==> src/rtl/instruction_fetch.sv <==
// Instruction fetch unit: sequences one instruction at a time from a
// synchronous-read instruction memory (ISSUE -> WAIT -> HOLD), holds it for the
// datapath until advance, and traps illegal fetch addresses in a sticky FAULT.
module instruction_fetch #(
    parameter logic [31:0] RESET_PC  = 32'h0000_0000,
    parameter int unsigned MEM_WORDS = 256
) (
    input  logic        clk,
    input  logic        reset,
    output logic [31:0] imem_addr,
    input  logic [31:0] imem_instr,
    input  logic        advance,
    input  logic        redirect,
    input  logic [31:0] branch_target,
    output logic [31:0] pc,
    output logic [31:0] pc_plus4,
    output logic [31:0] instruction,
    output logic        instr_valid,
    output logic        fault
);

    localparam int unsigned XLEN        = 32;
    localparam logic [XLEN-1:0] MEM_LIM = XLEN'(MEM_WORDS);

    typedef enum logic [1:0] {
        ST_ISSUE = 2'd0,
        ST_WAIT  = 2'd1,
        ST_HOLD  = 2'd2,
        ST_FAULT = 2'd3
    } state_e;

    state_e          state_q, state_d;
    logic [XLEN-1:0] pc_q, pc_d;
    logic [XLEN-1:0] instr_q, instr_d;
    logic            valid_q, valid_d;
    logic            fault_q, fault_d;

    logic [XLEN:0]   seq_sum;
    logic [XLEN-1:0] next_pc;
    logic            next_ok;

    // A fetch address is legal when word aligned and inside the memory.
    function automatic logic addr_legal(input logic [XLEN-1:0] a);
        return (a[1:0] == 2'b00) && ({2'b00, a[XLEN-1:2]} < MEM_LIM);
    endfunction

    // Sequential successor with carry so a 32-bit wrap is seen as illegal.
    always_comb begin
        seq_sum = {1'b0, pc_q} + (XLEN+1)'(4);
        if (redirect) begin
            next_pc = branch_target;
            next_ok = addr_legal(branch_target);
        end else begin
            next_pc = seq_sum[XLEN-1:0];
            next_ok = !seq_sum[XLEN] && addr_legal(seq_sum[XLEN-1:0]);
        end
    end

    // Next-state and register updates for the fetch sequencer.
    always_comb begin
        state_d = state_q;
        pc_d    = pc_q;
        instr_d = instr_q;
        valid_d = valid_q;
        fault_d = fault_q;
        case (state_q)
            ST_ISSUE: begin
                // Only an illegal RESET_PC can reach ISSUE with a bad address.
                if (addr_legal(pc_q)) begin
                    state_d = ST_WAIT;
                end else begin
                    state_d = ST_FAULT;
                    fault_d = 1'b1;
                    valid_d = 1'b0;
                end
            end
            ST_WAIT: begin
                instr_d = imem_instr;
                valid_d = 1'b1;
                state_d = ST_HOLD;
            end
            ST_HOLD: begin
                if (advance) begin
                    if (next_ok) begin
                        pc_d    = next_pc;
                        valid_d = 1'b0;
                        state_d = ST_ISSUE;
                    end else begin
                        // pc and instruction kept to identify the faulting fetch.
                        valid_d = 1'b0;
                        fault_d = 1'b1;
                        state_d = ST_FAULT;
                    end
                end
            end
            ST_FAULT: begin
                state_d = ST_FAULT;
            end
            default: begin
                state_d = ST_ISSUE;
            end
        endcase
    end

    // State and datapath registers with synchronous reset.
    always_ff @(posedge clk) begin
        if (reset) begin
            state_q <= ST_ISSUE;
            pc_q    <= RESET_PC;
            instr_q <= '0;
            valid_q <= 1'b0;
            fault_q <= 1'b0;
        end else begin
            state_q <= state_d;
            pc_q    <= pc_d;
            instr_q <= instr_d;
            valid_q <= valid_d;
            fault_q <= fault_d;
        end
    end

    assign imem_addr   = {2'b00, pc_q[XLEN-1:2]};
    assign pc_plus4    = seq_sum[XLEN-1:0];
    assign pc          = pc_q;
    assign instruction = instr_q;
    assign instr_valid = valid_q;
    assign fault       = fault_q;

endmodule

==> config.mk <==
export PLATFORM = sky130hd
export DESIGN_NAME = instruction_fetch
export DESIGN_NICKNAME = d
export VERILOG_FILES = /design/src/rtl/instruction_fetch.sv
export SDC_FILE = /design/constraint.sdc
export NUM_CORES = 1
export LEC_CHECK = 0
export BUFFER_PORTS_ARGS = -buffer_cell sky130_fd_sc_hd__clkbuf_2
export CAP_MARGIN = 20
export CORE_MARGIN = 2
export CORE_UTILIZATION = 25
export CTS_BUF_LIST = sky130_fd_sc_hd__clkbuf_16
export DETAILED_ROUTE_END_ITERATION = 8
export PLACE_DENSITY = 0.59
export SKIP_LAST_GASP = 1
export SYNTH_ARGS = -nofsm -noshare
export SYNTH_HDL_FRONTEND = slang
export SYNTH_SLANG_ARGS = --single-unit
==> constraint.sdc <==
create_clock -name clk -period 3.55 [get_ports clk]
set_input_delay 0.1775 -clock clk [delete_from_list [all_inputs] [get_ports clk]]
set_output_delay 0.1775 -clock clk [all_outputs]
set_load 0.02 [all_outputs]
Word-level counts from Yosys, hierarchy flattened:

Index checks and enable logic that the tools add are counted.

* add/sub/neg operators: 1
* order comparisons: 3
* equality and inequality tests: 6
* muxes and demuxes: 13
* reductions and logical operators: 14

Operators with widths (count)
* $lt 30x9->1 const B: 3
* $add 32x3->33 const B: 1
* $mux 32: 1
* $logic_not 2->1: 4
* $pmux 2 s4: 1
* $mux 1: 6
* $mux 2: 3
* $ne 2x2->1 const B: 3
* $reduce_and 3->1: 2
* $eq 2x2->1 const B: 2
* $logic_and 1x1->1: 4
* $reduce_and 4->1: 1
* $pmux 1 s3: 1
* $reduce_bool 3->1: 1
* $eq 2x1->1 const B: 1
* $pmux 1 s2: 1
* $reduce_bool 2->1: 1
* $logic_not 1->1: 1

* flip-flop bits (word level): 68
* input port bits: 68
* output and inout bits: 130
* word-level logic and storage cells: 42

Longest topological paths before layout:

Gate-level depths: netlist (run 1).

* depth after elaboration: 8
* depth in mapped cells: 11
* gate-level depth less buffers: 9

Least setup slack after synthesis (run 1):

OpenSTA, ideal clock, no wires.

* path type: register to register
* start point: register pc_q[16] (netlist: pc[16])
* end point: register state_q[1]
* setup time: 0.133 ns
* arrival: 2.781 ns
* data required time: 3.417 ns
* setup slack: 0.636 ns
* stages on the path, launching flop included: 10
* path buffers: 1
* period minus slack after synthesis: 2.914 ns
* cells stage by stage: dfxtp_1 -> nand4_2 -> or4_4 -> o41a_1 -> nor4_1 -> nor4b_4 -> a31oi_4 -> nor2_4 -> buf_6 -> nor3_1

* cells in the longest elaborated chain, start to end: 8
* elaborated cells on any way between the ends: 12
* classes of those cells: add/sub (1); order compare (2); mux (5); reduce/logical (4)

Ends and longest elaborated chain
* start: declaration: line 33 `logic [XLEN-1:0] pc_q, pc_d;`
* start signal: assignment: line 115 `pc_q <= pc_d;`
* $add 32x3->33: line 49 `seq_sum = {1'b0, pc_q} + (XLEN+1)'(4);`
* $lt 30x9->1: line 44 `return (a[1:0] == 2'b00) && ({2'b00, a[XLEN-1:2]} < MEM_LIM);`
* $logic_and 1x1->1: line 44
* $logic_and 1x1->1: line 55 `next_ok = !seq_sum[XLEN] && addr_legal(seq_sum[XLEN-1:0]);`
* $mux 1: line 50 `if (redirect) begin`
* $mux 2: line 84 `if (next_ok) begin`
* $mux 2: line 83 `if (advance) begin`
* $pmux 2 s4 (*): line 66 `case (state_q)`
* end signal: assignment: line 114 `state_q <= state_d;`
* end: declaration: line 32 `state_e state_q, state_d;`

Mark *: on every way between the ends. The rest lies on a longest branch, timed or not. The select of a mux whose other input is x is not followed.
A chain may end at the register's enable or synchronous reset.

Worst setup path in the final report (run 1):

* start point: register pc_q[16] (netlist: pc[16])
* end point: register pc_q[3] (netlist: pc[3])

* cells in the longest elaborated chain, start to end: 6
* elaborated cells on any way between the ends: 7
* classes of those cells: add/sub (1); order compare (1); mux (1); reduce/logical (4)

Ends and longest elaborated chain (line)
* $add 32x3->33 (*): 49
* $lt 30x9->1: 44
* $logic_and 1x1->1: 44
* $logic_and 1x1->1 (*): 55
* $mux 1 (*): 50
* $reduce_and 3->1 (no source line) (*)

Mark *: on every way between the ends. The rest lies on a longest branch, timed or not.

==> impl_metrics.json, run 1 <==
{
  "path_delay_family": "simple AND/OR/NAND/NOR gates",
  "synthTopCellsByArea": "dfxtp_1, nand2_1, buf_4",
  "synth_flop_cell": "dfxtp_1",
  "drt_iter0_drc": 123,
  "antenna_left": 0,
  "holdWs_ns": 0.0568,
  "cp_cell_sequence": "nand4_2 -> or4_4 -> o41a_1 -> nor4_1 -> nor4b_4 -> a31o_1 -> a21oi_1 -> a211oi_2",
  "final_max_slew_viol_count": 0,
  "wirelength_mm": 12.4,
  "root_buffer": "clkbuf_16",
  "cts-hold-fix-buffers": 0,
  "slowest_delay_ns": 0.59,
  "placed_area_um2": 4630,
  "syn_inst": 461,
  "start_util_pct": 25.6,
  "required_ns": 3.80,
  "numCtsBuffers": 9,
  "ys_seq_area_share_pct": 36.6,
  "syn2layout_area_growth_pct": 31.9,
  "hpwl_mm": 9.18,
  "grt_pass1_vias": 3679,
  "grt_pass1_wl_mm": 19.3,
  "worst-path-buf-inv": 0,
  "io_buffers": 195,
  "cts.repair.resized": 0,
  "netlist_area_um2": 3720,
  "dieArea_um2": 15900,
  "rsz0062_at_grt": "false",
  "yosys_warnings": 0,
  "vias_per_cell": 4.76,
  "first_pass_iters": 4,
  "insertion_delay_ns": 0.34,
  "slowest_stage": "or4_4",
  "drc_errors": 0,
  "synth_cell_types": 47,
  "fin_area_um2": 4900,
  "fmax_mhz": 313,
  "max_slew_margin_pct": 37.4,
  "hold_path_class": "in -> reg",
  "layoutNonFillerInstCount": 807,
  "path_class": "reg -> reg",
  "powerDensity_nw_per_um2": 391,
  "startpoint_type": "flip-flop",
  "diodes": 0,
  "fin_crit_ns": 3.19,
  "cts.sinks": 68,
  "synth_seq_cells": 68,
  "rows": 44,
  "clock_skew_ns": 0.00506,
  "cap_viol_max_count": 0,
  "fin_crit_sh_pct": 89.9,
  "netlist.area_leader.share_pct": 36.6,
  "synth-edff-count": 0,
  "syn_avg_cell_area_um2": 8.06,
  "postCtsSetupBuffers": 0,
  "antenna_found_initial": 0,
  "p_total_mw": 1.92,
  "final_common_cell": "clkbuf_2",
  "synthArstFlopShare_pct": 0,
  "p_leak_nw": 2.24,
  "die_x_um": 126,
  "dp_cells": 791,
  "vias": 3843,
  "drive_above_1_share_pct": 38.0,
  "worst_pin_slew_ns": 0.939,
  "setup_viol": 0,
  "h-tree-depth": 3,
  "endpoint_kind": "flip-flop",
  "clk_pin_slew_ns": 0.06,
  "overflow": 0,
  "core_region_area_um2": 14500,
  "hold_viol": 0,
  "clock_path_buffers": 2,
  "final_cell_mix": "clkbuf_2, nand2_1, dfxtp_1, a21oi_1",
  "vdd_drop_max_v": 0.000346,
  "io_pins": 198,
  "synth_top_cell_by_area": "dfxtp_1",
  "routabilityCongestion": 0.893,
  "layout.nets": 687,
  "fp.dieH_um": 126,
  "critPathArrivalTime_ns": 3.44,
  "status": "finished, final reports clean",
  "grt_start_max_net_pins": 43,
  "routedWlPerCell_um": 15.4,
  "cts_tree": "done",
  "tns_ns": 0,
  "grt.total_usage_pct": 15.2,
  "cp_max_fo": 9
}
-- registers in the layout, summed over array words and instances, names as in the netlist --
register and count:
state_q 2, instruction 32, fault 1, instr_valid 1
pc 32
-- power breakdown --
group | internal (mW) | switching (mW)
sequential | 0.801 | 0.0246
clock | 0.467 | 0.350
combinational | 0.0983 | 0.175
-- synthesized netlist by cell type, drive strengths merged (2+ instances only) --
| library cell | instances |
|---|---|
| xnor2 | 14 |
| nor4 | 18 |
| and3 | 5 |
| and4 | 6 |
| nand4 | 14 |
| nand3 | 12 |
| nor3b | 18 |
| or2 | 3 |
| nand2b | 9 |
| nand2 | 82 |
| xor2 | 15 |
| a211oi | 6 |
| mux2i | 4 |
| o31ai | 2 |
| dfxtp | 68 |
| nor2b | 3 |
| nor3 | 15 |
| buf | 40 |
| a31oi | 3 |
| o21ai | 9 |
| inv | 10 |
| o2111ai | 7 |
| nor4b | 4 |
| a31o | 3 |
| a21oi | 41 |
| nor2 | 15 |
| clkbuf | 23 |
| or3 | 3 |
-- area by class of cell --
type | instances | area (um^2)
clock buffer | 9 | 225
sequential | 68 | 1360
timing repair buffer | 208 | 1090
multi-input combinational | 321 | 1920
fill | 1613 | 9630
tap | 184 | 230
clock inverter | 7 | 43.8
inverter | 10 | 37.5
-- tightest hold or removal path, delay by kind of cell --
family / cells / cell delay, ns
AOI/OAI and AO/OA: 1 / 0.05
buffers and inverters: 1 / 0.08
and+or+nand+nor: 1 / 0.04
-- metal layers --
| layer | up-vias | wire length (um) | share of wire, % | track usage (%) |
|---|---|---|---|---|
| met5 | - | 0 | 0 | 0 |
| met4 | 0 | 431 | 3.5 | 6.33 |
| met3 | 31 | 1120 | 9.0 | 6.58 |
| met2 | 180 | 5520 | 44 | 23.8 |
| met1 | 1744 | 5350 | 43 | 18.3 |
| li1 | 1888 | - | - | - |
-- cells by family (layout without fill, tap and decap cells) --
kind of cell,Yosys count,in the layout,share of synthesized area [%]
simple gates,211,211,30.6
mux,4,4,1.08
flops,68,68,36.6
other cells,1,2,0.101
compound gates,74,74,12.5
fa+ha+maj,1,1,0.337
xor+xnor,29,29,6.83
buf+inv,73,234,11.9
-- worst paths after layout --
path / endpoint / startpoint / slack [ns] / cells past startpoint
max: pc[3] / pc[16] / 0.36 / 8
min: instruction[29] / imem_instr[29] / 0.06 / 3
max reg2reg: pc[3] / pc[16] / 0.36 / 8
min reg2reg: instruction[3] / instruction[3] / 0.45 / 2
-- per-stage QoR --
step                      worst slack (ns)  utilization (%)
after floorplan                      0.636                -
after global placement               0.467             31.9
after detailed placement             0.389             31.9
after CTS                            0.373             33.7
after global routing                 0.136             33.7
final                                0.359             33.7
Note: power is estimated with default switching activity, not from simulation.
==> inputs of run 2 (changes only) <==
==> constraint.sdc (replaced) <==
create_clock -name clk -period 3.55 [get_ports clk]
set_input_delay 0 -clock clk [delete_from_list [all_inputs] [get_ports clk]]
set_output_delay 0 -clock clk [all_outputs]
set_load 0.02 [all_outputs]
==> impl_metrics.json, run 2 (same netlist as run 1, synthesis figures left out) <==
{
  "grt_pass1_wl_mm": 20.3,
  "clock_path_buffers": 2,
  "fin_crit_sh_pct": 90.8,
  "h-tree-depth": 3,
  "pwr-share-clk_pct": 43.0,
  "slowest_stage": "or4_4",
  "clk_pin_slew_ns": 0.06,
  "final_cell_mix": "clkbuf_2, nand2_1, dfxtp_1, a21oi_1, dlygate4sd3_1",
  "grt.total_usage_pct": 16.1,
  "wirelength_mm": 12.9,
  "clock_skew_ns": 0.00725,
  "overflow": 0,
  "antenna_left": 0,
  "io_pins": 198,
  "dieArea_um2": 15900,
  "vias_per_cell": 4.77,
  "cts_tree": "done",
  "drt_iter0_drc": 196,
  "routabilityCongestion": 0.882,
  "final_common_cell": "clkbuf_2",
  "layoutNonFillerInstCount": 835,
  "root_buffer": "clkbuf_16",
  "cp_cell_sequence": "nand2_1 -> or4_4 -> o41a_1 -> nor4_1 -> nor4b_4 -> a31o_1 -> o2111ai_1 -> a21oi_1",
  "cts.sinks": 68,
  "hold_path_class": "in -> reg",
  "critPathArrivalTime_ns": 3.48,
  "status": "finished, final reports clean",
  "fin_crit_ns": 3.22,
  "grt_pass1_vias": 3721,
  "worst-path-buf-inv": 0,
  "vdd_drop_max_v": 0.000324,
  "slowest_delay_ns": 0.58,
  "drive_above_1_share_pct": 35.3,
  "path_delay_family": "simple AND/OR/NAND/NOR gates",
  "max_slew_margin_pct": 36.5,
  "dp_cells": 788,
  "core_region_area_um2": 14500,
  "hpwl_mm": 9.22,
  "io_buffers": 195,
  "grt_start_max_net_pins": 43,
  "endpoint_kind": "flip-flop",
  "internal-power_mw": 1.45,
  "insertion_delay_ns": 0.34,
  "layout.nets": 717,
  "antenna_found_initial": 0,
  "switching_share_pct": 26.9,
  "final_max_slew_viol_count": 0,
  "startpoint_type": "flip-flop",
  "setup_viol": 0,
  "cp_max_fo": 9,
  "first_pass_iters": 4,
  "cap_viol_max_count": 0,
  "vias": 3982,
  "fmax_mhz": 310,
  "die_x_um": 126,
  "start_util_pct": 25.6,
  "drc_errors": 0,
  "fp.dieH_um": 126,
  "rows": 44,
  "rsz0062_at_grt": "false",
  "pwr-share-seq_pct": 41.7,
  "worst_pin_slew_ns": 0.952,
  "tns_ns": 0,
  "p_leak_nw": 2.38,
  "powerDensity_nw_per_um2": 381,
  "hold_viol": 0,
  "diodes": 0,
  "routedWlPerCell_um": 15.5,
  "syn2layout_area_growth_pct": 40.2,
  "numCtsBuffers": 9,
  "required_ns": 3.80,
  "path_class": "reg -> reg",
  "power_switching_uw": 534,
  "comb_power_share_pct": 15.3
}
run 2: changes by cell type in the layout (fill, tap and decap cells not counted), sizes merged:
cell / previous run / this run
clkinvlp: 4 / 0
dlygate4sd3: 0 / 33
bufinv: 0 / 1
inv: 10 / 11
buf: 13 / 10
run 2: layout make-up:
type | instances | area (um^2)
fill | 1548 | 9320
inverter | 10 | 37.5
tap | 184 | 230
timing repair buffer | 238 | 1390
clock buffer | 9 | 225
sequential | 68 | 1360
clock inverter | 5 | 46.3
multi-input combinational | 321 | 1920
run 2: tightest hold or removal path, cell delays in order:
cell	delay [ns]
clkbuf_2	0.10
a211oi_1	0.07
o31ai_1	0.17
run 2: layer usage:
layer	GRT usage, %	wire (um)	vias up
met1	19.8	5450	1833
met2	26.4	6180	172
met5	0	0	-
met4	4.72	314	0
met3	5.86	997	22
li1	-	-	1955
run 2: final timing paths:
kind                    start              to  slack [ns]  cells after the start
max reg2reg             pc[2]           pc[8]        0.33                      8
min reg2reg    instruction[0]  instruction[0]        0.45                      2
min          branch_target[2]           pc[2]        0.04                      3
max                     pc[2]           pc[8]        0.33                      8
run 2: metrics by stage:
step	setup WS [ns]	hold slack, ns	utilization [%]	cell area (um^2)	power [mW]
detailed placement	0.306	0.229	31.7	4610	1.12
finish	0.326	0.0369	35.9	5210	1.98
global placement	0.441	0.225	31.7	4610	1.12
floorplan	0.636	0.136	-	3720	1.01
global route	0.136	0.0647	35.9	5210	2.08
CTS	0.330	0.0302	35.9	5210	2.02
run 2: what timing repair did:
item,4_1_cts,5_1_grt
endpoints found under the hold margin,33,0
hold buffers,33,0
gates resized for setup,0,0
buffers inserted,0,0
run 2: power by group through the flow:
stage          clock network (mW)  logic, mW  registers, mW
4_1_cts                     0.886      0.307          0.826
3_5_place_dp                    0      0.279          0.842
5_1_grt                     0.918      0.335          0.832
6_report                    0.854      0.303          0.827
3_3_place_gp                    0      0.278          0.841
2_1_floorplan                   0      0.128          0.882
==> inputs of run 3 (changes only) <==
--- a/config.mk
+++ b/config.mk
@@ -11,7 +11,7 @@
 export CORE_UTILIZATION = 25
 export CTS_BUF_LIST = sky130_fd_sc_hd__clkbuf_16
 export DETAILED_ROUTE_END_ITERATION = 8
-export PLACE_DENSITY = 0.59
+export PLACE_DENSITY = 0.6
 export SKIP_LAST_GASP = 1
 export SYNTH_ARGS = -nofsm -noshare
 export SYNTH_HDL_FRONTEND = slang
==> constraint.sdc (replaced) <==
create_clock -name clk -period 2.9 [get_ports clk]
set_input_delay 0 -clock clk [delete_from_list [all_inputs] [get_ports clk]]
set_output_delay 0 -clock clk [all_outputs]
set_load 0.02 [all_outputs]
==> impl_metrics.json, run 3 (same netlist as run 1, synthesis figures left out) <==
{
  "status": "finished, final reports clean",
  "layout.nets": 754,
  "hold_viol": 0,
  "p_leak_nw": 2.57,
  "numCtsBuffers": 9,
  "io_buffers": 195,
  "holdWs_ns": 0.0456,
  "critPathArrivalTime_ns": 2.98,
  "start_util_pct": 25.6,
  "clock_skew_ns": 0.00525,
  "final.fill_count": 1509,
  "die_x_um": 126,
  "fin_crit_sh_pct": 95.1,
  "path_class": "reg -> reg",
  "hold_path_class": "in -> reg",
  "diodes": 0,
  "setup_viol": 0,
  "vias_per_cell": 4.71,
  "slowest_stage": "or4b_2",
  "root_buffer": "clkbuf_16",
  "cp_cell_sequence": "nand4_2 -> buf_4 -> or4b_2 -> nor4b_2 -> nor4_2 -> nor4b_4 -> buf_4 -> a31oi_2 -> buf_4 -> nand2_1 -> a211oi_1",
  "drive_above_1_share_pct": 39.8,
  "max_slew_margin_pct": 31.9,
  "hpwl_mm": 9.58,
  "final_max_slew_viol_count": 0,
  "routabilityCongestion": 0.934,
  "startpoint_type": "flip-flop",
  "io_pins": 198,
  "fin_area_um2": 5500,
  "h-tree-depth": 3,
  "placed_area_um2": 4870,
  "syn2layout_area_growth_pct": 48.1,
  "fin_crit_ns": 2.76,
  "final_cell_mix": "clkbuf_2, nand2_1, dfxtp_1, buf_4, a21oi_1",
  "grt.total_usage_pct": 15.6,
  "insertion_delay_ns": 0.32,
  "cp_max_fo": 4,
  "first_pass_iters": 4,
  "vdd_drop_max_v": 0.000370,
  "place_ws_ns": 0.0805,
  "clock_path_buffers": 2,
  "register_area_um2": 1360,
  "tns_ns": 0,
  "routedWlPerCell_um": 15.0,
  "overflow": 0,
  "grt_start_max_net_pins": 46,
  "grt_pass1_vias": 3856,
  "final_common_cell": "clkbuf_2",
  "antenna_left": 0,
  "drt_iter0_drc": 217,
  "fmax_mhz": 363,
  "drc_errors": 0,
  "fin_ws_ns": 0.142,
  "grt_pass1_wl_mm": 20.0,
  "multi_input_area_um2": 1960,
  "clk_pin_slew_ns": 0.05,
  "fp.dieH_um": 126,
  "required_ns": 3.13,
  "dieArea_um2": 15900,
  "wirelength_mm": 13.1,
  "worst_pin_slew_ns": 1.02,
  "cts_tree": "done",
  "cap_viol_max_count": 0,
  "rows": 44,
  "endpoint_kind": "flip-flop",
  "core_region_area_um2": 14500,
  "antenna_found_initial": 0,
  "rsz0062_at_grt": "false",
  "cp_common_cell": "buf_4",
  "cts.sinks": 68,
  "slowest_delay_ns": 0.68,
  "final_core_util_pct": 37.9,
  "powerDensity_nw_per_um2": 423,
  "vias": 4111
}
run 3: changes by cell type in the layout (fill, tap and decap cells not counted), sizes merged:
cell / before / now
buf: 10 / 46
a31oi: 3 / 4
bufinv: 1 / 0
clkinv: 3 / 4
inv: 11 / 12
run 3: final timing paths:
kind,from,end,slack (ns),cells after the start
worst max-delay path,pc[18],state_q[0],0.14,11
worst min-delay path,branch_target[2],pc[2],0.05,3
worst min register to register,instruction[6],instruction[6],0.45,2
worst max register to register,pc[18],state_q[0],0.14,11
run 3: report_power, final:
part | switching [mW] | internal, mW
Combinational | 0.226 | 0.157
Clock | 0.379 | 0.558
Sequential | 0.0278 | 0.982
Total | 0.633 | 1.70
run 3: through the flow:
| stage | instances | power (mW) |
|---|---|---|
| floorplan | 462 | 1.24 |
| global route | 873 | 2.45 |
| detailed placement | 822 | 1.38 |
| CTS | 870 | 2.37 |
| finish | 873 | 2.33 |
| global placement | 822 | 1.38 |
run 3: layout make-up:
class / instances / area share (%)
timing repair buffer: 274 / 30.2
clock buffer: 9 / 4.09
multi-input combinational: 322 / 35.6
inverter: 10 / 0.682
clock inverter: 6 / 0.455
tap: 184 / 4.18
sequential: 68 / 24.8
run 3: routing by layer:
metal | global-route usage, % | vias up | wire length [um]
met2 | 25.3 | 203 | 6180
met3 | 5.73 | 23 | 1090
met5 | 0 | - | 0
li1 | - | 2031 | -
met4 | 5.75 | 0 | 306
met1 | 19.1 | 1854 | 5470
run 3: what timing repair did:
action,in CTS,in global routing
hold endpoints to repair,33,0
resized for setup,0,5
hold buffers,33,0
setup buffers,0,2
setup endpoints to repair,0,31
run 3: critical path, delay by kind of cell (launching register included):
kind	cells	cell delay, ns
compound gates	2	0.45
flops	1	0.34
simple gates	6	1.40
buf+inv	3	0.47
